File: config.mk
export PLATFORM = sky130hd
export DESIGN_NAME = pc_stack
export DESIGN_NICKNAME = d
export VERILOG_FILES = /design/src/rtl/pic_cpu_pkg.sv /design/src/rtl/pc_stack.sv
export SDC_FILE = /design/constraint.sdc
export NUM_CORES = 1
export LEC_CHECK = 0
export ABC_AREA = 1
export CORE_ASPECT_RATIO = 1.5
export CORE_UTILIZATION = 35
export CTS_CLUSTER_DIAMETER = 100
export DETAILED_ROUTE_END_ITERATION = 16
export HOLD_SLACK_MARGIN = 0.08
export PLACE_DENSITY = 0.69
export REMOVE_ABC_BUFFERS = 1
export SLEW_MARGIN = 20
export SYNTH_ARGS = -nofsm -noshare
export SYNTH_HDL_FRONTEND = slang
export SYNTH_SLANG_ARGS = --single-unit
File: constraint.sdc
create_clock -name clk -period 2.22 [get_ports clk]
set_clock_uncertainty 0.1 [all_clocks]
set_input_delay 0.444 -clock clk [delete_from_list [all_inputs] [get_ports clk]]
set_output_delay 0.444 -clock clk [all_outputs]
set_load 0.01 [all_outputs]
File: src/rtl/pic_cpu_pkg.sv
// Shared definitions for the PIC-style mini-CPU core: overflow policy
// constants, stack operation encoding and small elaboration/modular helpers.
package pic_cpu_pkg;

  // Overflow/underflow policy selector values for the return-address stack.
  localparam int OVF_WRAP = 0;  // circular, PIC-compatible
  localparam int OVF_SAT  = 1;  // reject the operation, keep state

  // Decoded stack operation for one cycle.
  typedef enum logic [1:0] {
    OP_NONE    = 2'd0,
    OP_PUSH    = 2'd1,
    OP_POP     = 2'd2,
    OP_REPLACE = 2'd3
  } stack_op_e;

  // Number of bits needed to encode values 0..value-1 (0 for value <= 1).
  function automatic int clog2(input int value);
    int r;
    int v;
    r = 0;
    v = value - 1;
    while (v > 0) begin
      r++;
      v = v >> 1;
    end
    return r;
  endfunction

  // (v + 1) mod m for v already in 0..m-1; no reliance on power-of-two m.
  function automatic int inc_mod(input int v, input int m);
    return (v == m - 1) ? 0 : v + 1;
  endfunction

  // (v - 1) mod m for v already in 0..m-1.
  function automatic int dec_mod(input int v, input int m);
    return (v == 0) ? m - 1 : v - 1;
  endfunction

  // (v - k) mod m for v in 0..m-1 and any non-negative k.
  function automatic int sub_mod(input int v, input int k, input int m);
    return (v + m - (k % m)) % m;
  endfunction

endpackage

File: src/rtl/pc_stack.sv
// Parametrised hardware return-address stack. Push on CALL, pop on RETLW;
// top of stack is combinational from the registers so a return completes
// in one cycle. Overflow policy is OVF_WRAP (circular) or OVF_SAT (reject).
// Optional debugger peek port enabled with macro PC_STACK_PEEK_EN.
module pc_stack
  import pic_cpu_pkg::*;
#(
  parameter int AW       = 9,
  parameter int DEPTH    = 2,
  parameter int OVF_MODE = 0
) (
  input  logic                         clk,
  input  logic                         rst,
  input  logic                         push,
  input  logic                         pop,
  input  logic [AW-1:0]                din,
  output logic [AW-1:0]                dout,
  output logic [clog2(DEPTH+1)-1:0]    count,
  output logic                         empty,
  output logic                         full,
  input  logic                         err_clr,
  output logic                         ovf_err,
  output logic                         unf_err
`ifdef PC_STACK_PEEK_EN
  ,
  input  logic [clog2(DEPTH)-1:0]      peek_idx,
  output logic [AW-1:0]                peek_data
`endif
);

  localparam int CW       = clog2(DEPTH + 1);
  localparam int PW       = clog2(DEPTH);
  localparam bit SATURATE = (OVF_MODE == OVF_SAT);

  logic [AW-1:0] mem_q [DEPTH];
  logic [AW-1:0] mem_d [DEPTH];
  logic [PW-1:0] sp_q, sp_d;
  logic [CW-1:0] count_q, count_d;
  logic          ovf_q, ovf_d;
  logic          unf_q, unf_d;

  logic [PW-1:0] sp_inc, sp_dec;
  logic          is_empty, is_full;
  stack_op_e     op;

  // Pointer neighbours and occupancy status; sp_dec also addresses the top.
  always_comb begin
    sp_inc   = PW'(inc_mod(int'(sp_q), DEPTH));
    sp_dec   = PW'(dec_mod(int'(sp_q), DEPTH));
    is_empty = (count_q == '0);
    is_full  = (count_q == CW'(DEPTH));
  end

  // Decode the request; push+pop on an empty stack is treated as a plain push.
  always_comb begin
    op = OP_NONE;
    if (push && pop && !is_empty) op = OP_REPLACE;
    else if (push)                op = OP_PUSH;
    else if (pop)                 op = OP_POP;
  end

  // Next-state for storage, pointer, occupancy and sticky error flags.
  always_comb begin
    // NOTE: every variable gets a default here so no path leaves it unassigned
    // and infers a latch; blocking '=' is correct inside combinational logic.
    mem_d   = mem_q;
    sp_d    = sp_q;
    count_d = count_q;
    ovf_d   = ovf_q & ~err_clr;
    unf_d   = unf_q & ~err_clr;

    unique case (op)
      OP_REPLACE: begin
        mem_d[sp_dec] = din;
      end
      OP_PUSH: begin
        if (!is_full) begin
          mem_d[sp_q] = din;
          sp_d        = sp_inc;
          count_d     = count_q + CW'(1);
        end else begin
          ovf_d = 1'b1;
          if (!SATURATE) begin
            // Overwrite the oldest entry; occupancy stays at DEPTH.
            mem_d[sp_q] = din;
            sp_d        = sp_inc;
          end
        end
      end
      OP_POP: begin
        if (!is_empty) begin
          sp_d    = sp_dec;
          count_d = count_q - CW'(1);
        end else begin
          unf_d = 1'b1;
          if (!SATURATE) sp_d = sp_dec;
        end
      end
      default: ;
    endcase
  end

  // State registers with asynchronous active-low reset.
  always_ff @(posedge clk or negedge rst) begin
    if (!rst) begin
      // NOTE: the storage array is reset as well, because the top of stack is
      // visible unmasked and must read 0 straight out of reset.
      for (int i = 0; i < DEPTH; i++) mem_q[i] <= '0;
      sp_q    <= '0;
      count_q <= '0;
      ovf_q   <= 1'b0;
      unf_q   <= 1'b0;
    end else begin
      // NOTE: non-blocking '<=' for all flops so every register samples the
      // pre-edge values regardless of statement order.
      mem_q   <= mem_d;
      sp_q    <= sp_d;
      count_q <= count_d;
      ovf_q   <= ovf_d;
      unf_q   <= unf_d;
    end
  end

  // Outputs straight from the registers: zero-latency top of stack.
  always_comb begin
    dout    = mem_q[sp_dec];
    count   = count_q;
    empty   = is_empty;
    full    = is_full;
    ovf_err = ovf_q;
    unf_err = unf_q;
  end

`ifdef PC_STACK_PEEK_EN
  // Debugger view of the entry peek_idx positions below the top.
  always_comb begin
    peek_data = mem_q[PW'(sub_mod(int'(sp_q), 1 + int'(peek_idx), DEPTH))];
  end
`endif

endmodule

# Word level (Yosys, flattened, before mapping)
# Index checks and enable logic that the tools add are counted.
word_totals:
  register_bits: 23
  latchBits: 0
  ram_bits: 0
  mem_bits_ro: 0
  input_bits: 14
  out_inout_bits: 15
  word_cells: 57
  mem_count: 0
classes:
  n_addsub: 4
  multipliers: 0
  n_div: 0
  magnitude_cmp: 4
  n_eq_ne: 6
  shifts: 0
  muxes: 23
  bitwise_logic: 5
  reduce_logical: 9
ops:
  columns: ["op", "n"]
  rows:
  - ["$mux W9", 5]
  - ["$bwmux W18", 2]
  - ["$pmux W18 S2", 1]
  - ["$demux W9 S1", 2]
  - ["$mux W2", 5]
  - ["$eq A2 B2 Y1 const B", 3]
  - ["$mux W1", 6]
  - ["$ge A2 B2 Y1 const B", 2]
  - ["$logic_and A1 B1 Y1", 4]
  - ["$lt A2 B1 Y1 const B", 2]
  - ["$ne A2 B2 Y1 const B", 2]
  - ["$not A1 Y2", 2]
  - ["$pmux W2 S2", 1]
  - ["$reduce_bool A2 Y1", 2]
  - ["$reduce_and A3 Y1", 1]
  - ["$add A2 B1 Y2 const B", 1]
  - ["$and A1 B1 Y1", 2]
  - ["$eq A2 B1 Y1 const B", 1]
  - ["$logic_not A2 Y1", 1]
  - ["$pmux W1 S2", 1]
  - ["$sub A2 B1 Y2 const B", 1]
  - ["$add A1 B1 Y1 const B", 1]
  - ["$logic_not A1 Y1", 1]
  - ["$not A1 Y1", 1]
  - ["$sub A1 B1 Y1 const B", 1]

# Logic depth before layout (Yosys ltp)
# Gate-level depths: netlist of the first run.
depth:
  depth_word: 9
  mapped_depth: 9
  mapped_depth_nobuf: 8

# Worst setup path after synthesis of the first run
# Ideal clock, no wire load.
synth_timing:
  path_kind: "register to output"
  startpoint: "register sp_q"
  endpoint: "output port dout[0]"
  t_arrival_ns: 0.937
  required_ns: 1.676
  setup_slack_ns: 0.739
  path_stages_with_launch: 4
  path_buffers: 1
  cell_sequence: "dfrtp_1 -> clkbuf_1 -> nand2_1 -> nand2_1"
synth_via:
  elab_chain_cells: 6
synth_rtl:
  columns: ["element", "line_no", "rtl"]
  rows:
  - ["from (decl)", "pc_stack.sv:37", "logic [PW-1:0] sp_q, sp_d;"]
  - ["from (signal assigned)", "pc_stack.sv:117", "sp_q <= sp_d;"]
  - ["$sub A1 B1 Y1", "pic_cpu_pkg.sv:37", "return (v == 0) ? m - 1 : v - 1;"]
  - ["$mux W1 *", "pic_cpu_pkg.sv:37", null]
  - ["$not A1 Y2 (not written as such) *", "pc_stack.sv:126", "dout = mem_q[sp_dec];"]
  - ["$mux W9 (not written as such) * (3 in a row)", "pc_stack.sv:126", null]
  - ["to (decl)", "pc_stack.sv:17", "output logic [AW-1:0] dout,"]
# Every way passes the cells marked *; elsewhere a longest branch is shown, timed or not. The select of a mux whose other input is x is not followed.

# Final worst setup path of the first run
layout_timing:
  startpoint: "register sp_q"
  endpoint: "output port dout[6]"
# Same word-level chain as after synthesis.

==> results of run 1 <==
-- synthesized netlist by cell type (all sizes together) --
library cell / instances / area [µm²]
nor2: 2 / 7.51
o21ai: 1 / 16.3
nand4: 19 / 119
buf: 3 / 17.5
nand2: 82 / 330
xor2: 1 / 8.76
clkbuf: 2 / 7.51
inv: 7 / 26.3
dfrtp: 23 / 576
nand3: 9 / 95.1
-- kinds of logic after synthesis --
logic type	count (synthesis)	synth area share
XOR/XNOR	1	0.00728
flip-flops	23	0.478
AO/OA/AOI/OAI	1	0.0135
buffers and inverters	12	0.0426
AND/OR/NAND/NOR	112	0.458
-- state kept, by name, summed over array words and instances, names as in the netlist --
register	flops
mem_q	18
ovf_err	1
sp_q	1
count	2
unf_err	1
-- timing repair --
| action | CTS | global route |
|---|---|---|
| hold endpoints to repair | 0 | 0 |
| setup endpoints to repair | 0 | 3 |
| resized for setup | 0 | 1 |
-- power by group --
part           leakage [nW]  switching (W)  total (W)  internal [W]
Combinational         0.499       0.000613    0.00113      0.000515
Sequential            0.285       0.000144   0.000756      0.000612
Clock                0.0255       0.000143   0.000269      0.000126
Total                 0.809       0.000900    0.00215       0.00125
-- worst max-delay path: stages (launching register included) --
cell and delay (ns):
dfrtp_1 0.37, buf_4 0.23, nand2_1 0.09, nand2_1 0.07, clkdlybuf4s50_1 0.53
-- metrics by stage --
stage	power (W)	instance area [µm²]	worst slack, ns	instances
floorplan	0.00135	1180	0.729	144
global placement	0.00185	1540	0.262	216
detailed placement	0.00189	1540	0.206	216
CTS	0.00216	1590	0.0858	220
global route	0.00232	1590	0.0220	220
finish	0.00215	1590	0.106	220
-- placed cells by master (no fill, tap or decap) --
cell,n
xor2_1,1
buf_4,4
nand2_4,3
nand2_1,79
clkinv_2,2
nand3_1,5
o21ai_4,1
clkdlybuf4s50_1,28
nand4_1,19
nor2_1,2
dfrtp_1,23
nand3_4,4
clkbuf_8,3
inv_1,6
-- final timing paths --
path	start	cells past startpoint	endpoint	slack, ns
hold reg to reg	mem_q[0]	2	mem_q[0]	0.38
setup reg to reg	count[0]	6	mem_q[2]	0.69
max in group asynchronous	rst	2	mem_q[12]	1.37
setup / recovery	sp_q	4	dout[6]	0.11
hold / removal	mem_q[0]	2	mem_q[0]	0.38
min in group asynchronous	rst	2	sp_q	0.42
-- routing by layer --
metal | GRT usage | vias up | share of wire
met5 | 0 | - | 0
li1 | - | 551 | -
met3 | 0.0228 | 5 | 0.035
met4 | 0.0857 | 0 | 0.018
met1 | 0.206 | 547 | 0.42
met2 | 0.323 | 29 | 0.53
-- layout make-up --
| class | instances | area [µm²] |
|---|---|---|
| clock buffers | 3 | 41.3 |
| clock inverters | 1 | 5.00 |
| fillers | 313 | 1640 |
| inverters | 7 | 27.5 |
| multi-input cells | 114 | 577 |
| flip-flops and latches | 23 | 576 |
| well taps | 40 | 50.0 |
| repair buffers | 32 | 310 |
==> results.py, run 1 <==
metrics = {
    "die": {
        "die_h_um": 73.8,
        "core_um2": 3220,
        "die-width_um": 49.9,
        "initial_core_util": 0.374,
        "fp.dieArea_um2": 3680,
        "io_pins": 29,
        "rows": 25,
    },
    "power_and_ir_drop": {
        "p_leak_nw": 0.809,
        "powerDensity_nw_per_um2": 1360,
        "vdd_drop_max_mv": 0.658,
    },
    "route": {
        "wl_per_cell_um": 13.6,
        "first_pass_iters": 4,
        "detail_route.vias_per_cell": 5.15,
        "drt-initial-drc-count": 81,
        "totalWireLength_mm": 2.99,
        "dr_total_vias": 1132,
        "drc": 0,
        "postRouteAntennaNets": 0,
    },
    "timing": {
        "period_minus_slack_ns": 2.11,
        "fmax_mhz": 473,
        "maxSlewViolCount": 0,
        "tightest_slew_ns": 0.434,
        "maxSlewHeadroom": 0.710,
        "tns_ns": 0,
        "rsz0062_at_grt": "no",
        "setup_viol_count_final": 0,
        "finalCritPeriodShare": 0.952,
        "timing.hold.ws_ns": 0.385,
        "hold_viol": 0,
    },
    "synth": {
        "ys_ff_latch": 23,
        "synth.distinct_cells": 14,
        "ys_seq_area_frac": 0.478,
        "synth_warnings": 0,
        "postSynthCellCount": 149,
        "synth_area_um2": 1200,
        "syn_avg_cell_area_um2": 8.08,
    },
    "clocking": {
        "hold_buffers": 0,
        "htree_num_levels": 1,
        "cts_max_path_buffers": 2,
        "clk_latency_ns": 0.27,
        "clock-sinks": 23,
        "cts_setup_buffers": 0,
        "clk_pin_slew_ns": 0.09,
        "cts_made_buffers": 3,
        "cts-root-buf": "clkbuf_8",
        "tritoncts": "done",
    },
    "global_routing": {
        "grt_max_degree": 24,
        "grt_first_pass_wirelength_mm": 4.97,
        "antenna_found_initial": 0,
        "grt_overflow": 0,
        "globalRouteTotalUtil": 0.179,
        "grt_pass1_vias": 1104,
    },
    "placement": {
        "dp_hpwl_mm": 2.14,
        "io_buffers": 28,
        "place.gp.congestion": 0.817,
    },
    "hold_path": {
        "hold_class": "register to register",
    },
    "setup_path": {
        "path_max_fanout": 12,
        "worstSetupEndpointType": "output pin",
        "critPathLaunchType": "register",
        "path_class": "register to output pin",
        "cp.required_ns": 1.68,
        "arrival_ns": 1.57,
    },
    "layout": {
        "num_antenna_cells": 0,
        "finalNetCount": 195,
        "drive_gt1_frac": 0.0944,
        "fin_util": 0.492,
        "syn_to_final_growth_pct": 31.8,
    },
    "run_status": {
        "status": "completed",
    },
    "job": {
        "cap_violations": 0,
    },
}
Power figures use the tool's default switching activity.
==> inputs of run 2 (changes only) <==
MAX_ROUTING_LAYER = met4   (was not set)
==> results.py, run 2 (synthesis results as in run 1) <==
metrics = {
    "run_status": {
        "status": "completed",
    },
    "die": {
        "fp.dieArea_um2": 3680,
        "initial_core_util": 0.374,
        "die_h_um": 73.8,
        "core_um2": 3220,
        "die-width_um": 49.9,
        "io_pins": 29,
        "rows": 25,
    },
    "setup_path": {
        "cp.required_ns": 1.68,
        "arrival_ns": 1.57,
        "critPathLaunchType": "register",
        "path_class": "register to output pin",
        "rrSetupSlack_ns": 0.70,
        "worstSetupEndpointType": "output pin",
        "path_max_fanout": 12,
    },
    "power_and_ir_drop": {
        "p_leak_nw": 0.809,
        "total_power_w": 0.00215,
        "powerDensity_nw_per_um2": 1360,
        "p_int_w": 0.00125,
        "p_comb_frac": 0.524,
        "clockPowerShare": 0.125,
        "vdd_drop_max_mv": 0.658,
        "swShare": 0.417,
        "switching_power_w": 0.000897,
        "p_seq_frac": 0.351,
    },
    "global_routing": {
        "antenna_found_initial": 0,
        "grt_overflow": 0,
        "globalRouteTotalUtil": 0.184,
        "grt_pass1_vias": 1106,
        "grt_max_degree": 24,
        "grt_first_pass_wirelength_mm": 4.97,
    },
    "route": {
        "drt-initial-drc-count": 79,
        "wl_per_cell_um": 13.5,
        "totalWireLength_mm": 2.97,
        "postRouteAntennaNets": 0,
        "drc": 0,
        "dr_total_vias": 1126,
        "detail_route.vias_per_cell": 5.12,
        "first_pass_iters": 4,
    },
    "layout": {
        "drive_gt1_frac": 0.0944,
        "num_antenna_cells": 0,
        "largest_register_ffs": 18,
        "n_fill_cell": 313,
        "largest-register": "mem_q",
        "layout_commonest_cell": "nand2_1",
        "fin_util": 0.492,
        "finalNetCount": 195,
        "syn_to_final_growth_pct": 31.8,
        "final_cell_mix": "nand2_1, clkdlybuf4s50_1, dfrtp_1",
    },
    "timing": {
        "tns_ns": 0,
        "hold_viol": 0,
        "postLayoutSetupSlackWorst_ns": 0.110,
        "setup_viol_count_final": 0,
        "maxSlewViolCount": 0,
        "tightest_slew_ns": 0.441,
        "maxSlewHeadroom": 0.705,
        "period_minus_slack_ns": 2.11,
        "fmax_mhz": 474,
        "finalCritPeriodShare": 0.951,
        "timing.hold.ws_ns": 0.385,
        "rsz0062_at_grt": "no",
    },
    "job": {
        "cap_violations": 0,
    },
    "placement": {
        "io_buffers": 28,
        "place_ws_ns": 0.206,
        "dp_hpwl_mm": 2.14,
        "place.gp.congestion": 0.829,
    },
    "clocking": {
        "cts-root-buf": "clkbuf_8",
        "clk_latency_ns": 0.27,
        "cts_made_buffers": 3,
        "tritoncts": "done",
        "htree_num_levels": 1,
        "cts_max_path_buffers": 2,
        "clk_pin_slew_ns": 0.09,
        "cts_setup_buffers": 0,
        "clock-sinks": 23,
    },
    "hold_path": {
        "hold_class": "register to register",
    },
}
-- run 2: cell counts in the layout (fill, tap and decap cells not counted) --
No cell type changed its count.
-- run 2: power groups by stage --
stage          Sequential (W)  Combinational [W]  Clock, W
6_report             0.000755            0.00113  0.000269
3_5_place_dp         0.000760            0.00113         0
5_1_grt              0.000786            0.00124  0.000289
3_3_place_gp         0.000748            0.00111         0
2_1_floorplan        0.000768           0.000585         0
4_1_cts              0.000754            0.00114  0.000269
-- run 2: routing by layer --
layer / part of all wire / wire [µm] / GRT usage / up-vias
li1: - / - / - / 551
met4: 0.018 / 54 / 0.0857 / 0
met1: 0.42 / 1260 / 0.206 / 543
met2: 0.53 / 1570 / 0.323 / 27
met3: 0.028 / 82 / 0.0228 / 5
met5: 0 / 0 / - / -
-- run 2: layout make-up --
cell class	count	area, µm²	area share
multi-input cells	114	577	0.364
flip-flops and latches	23	576	0.363
repair buffers	32	310	0.196
well taps	40	50.0	0.0315
clock buffers	3	41.3	0.0260
inverters	7	27.5	0.0174
clock inverters	1	5.00	0.00315
-- run 2: repair_timing --
item | in CTS | in global routing
hold buffers | 0 | 0
setup endpoints to repair | 0 | 3
gates resized for setup | 0 | 1
-- run 2: worst paths after layout --
kind	cells past startpoint	startpoint	end
max	4	sp_q	dout[6]
min	2	mem_q[0]	mem_q[0]
max reg2reg	6	count[0]	mem_q[2]
min reg2reg	2	mem_q[0]	mem_q[0]
max in group asynchronous	2	rst	mem_q[12]
min in group asynchronous	2	rst	sp_q
-- run 2: worst max-delay path: stages, from the launching register on --
cell and delay (ns):
dfrtp_1 0.37, buf_4 0.23, nand2_1 0.09, nand2_1 0.07, clkdlybuf4s50_1 0.53
-- run 2: through the flow --
stage	cell area [µm²]	std cells
global placement	1540	216
finish	1590	220
detailed placement	1540	216
global route	1590	220
CTS	1590	220
floorplan	1180	144
==> inputs of run 3 (changes only) <==
CAP_MARGIN = 20   (was not set)
SKIP_LAST_GASP = 1   (was not set)
==> results of run 3 <==
No change in the layout: final DEF, timing and power equal those of run 2.
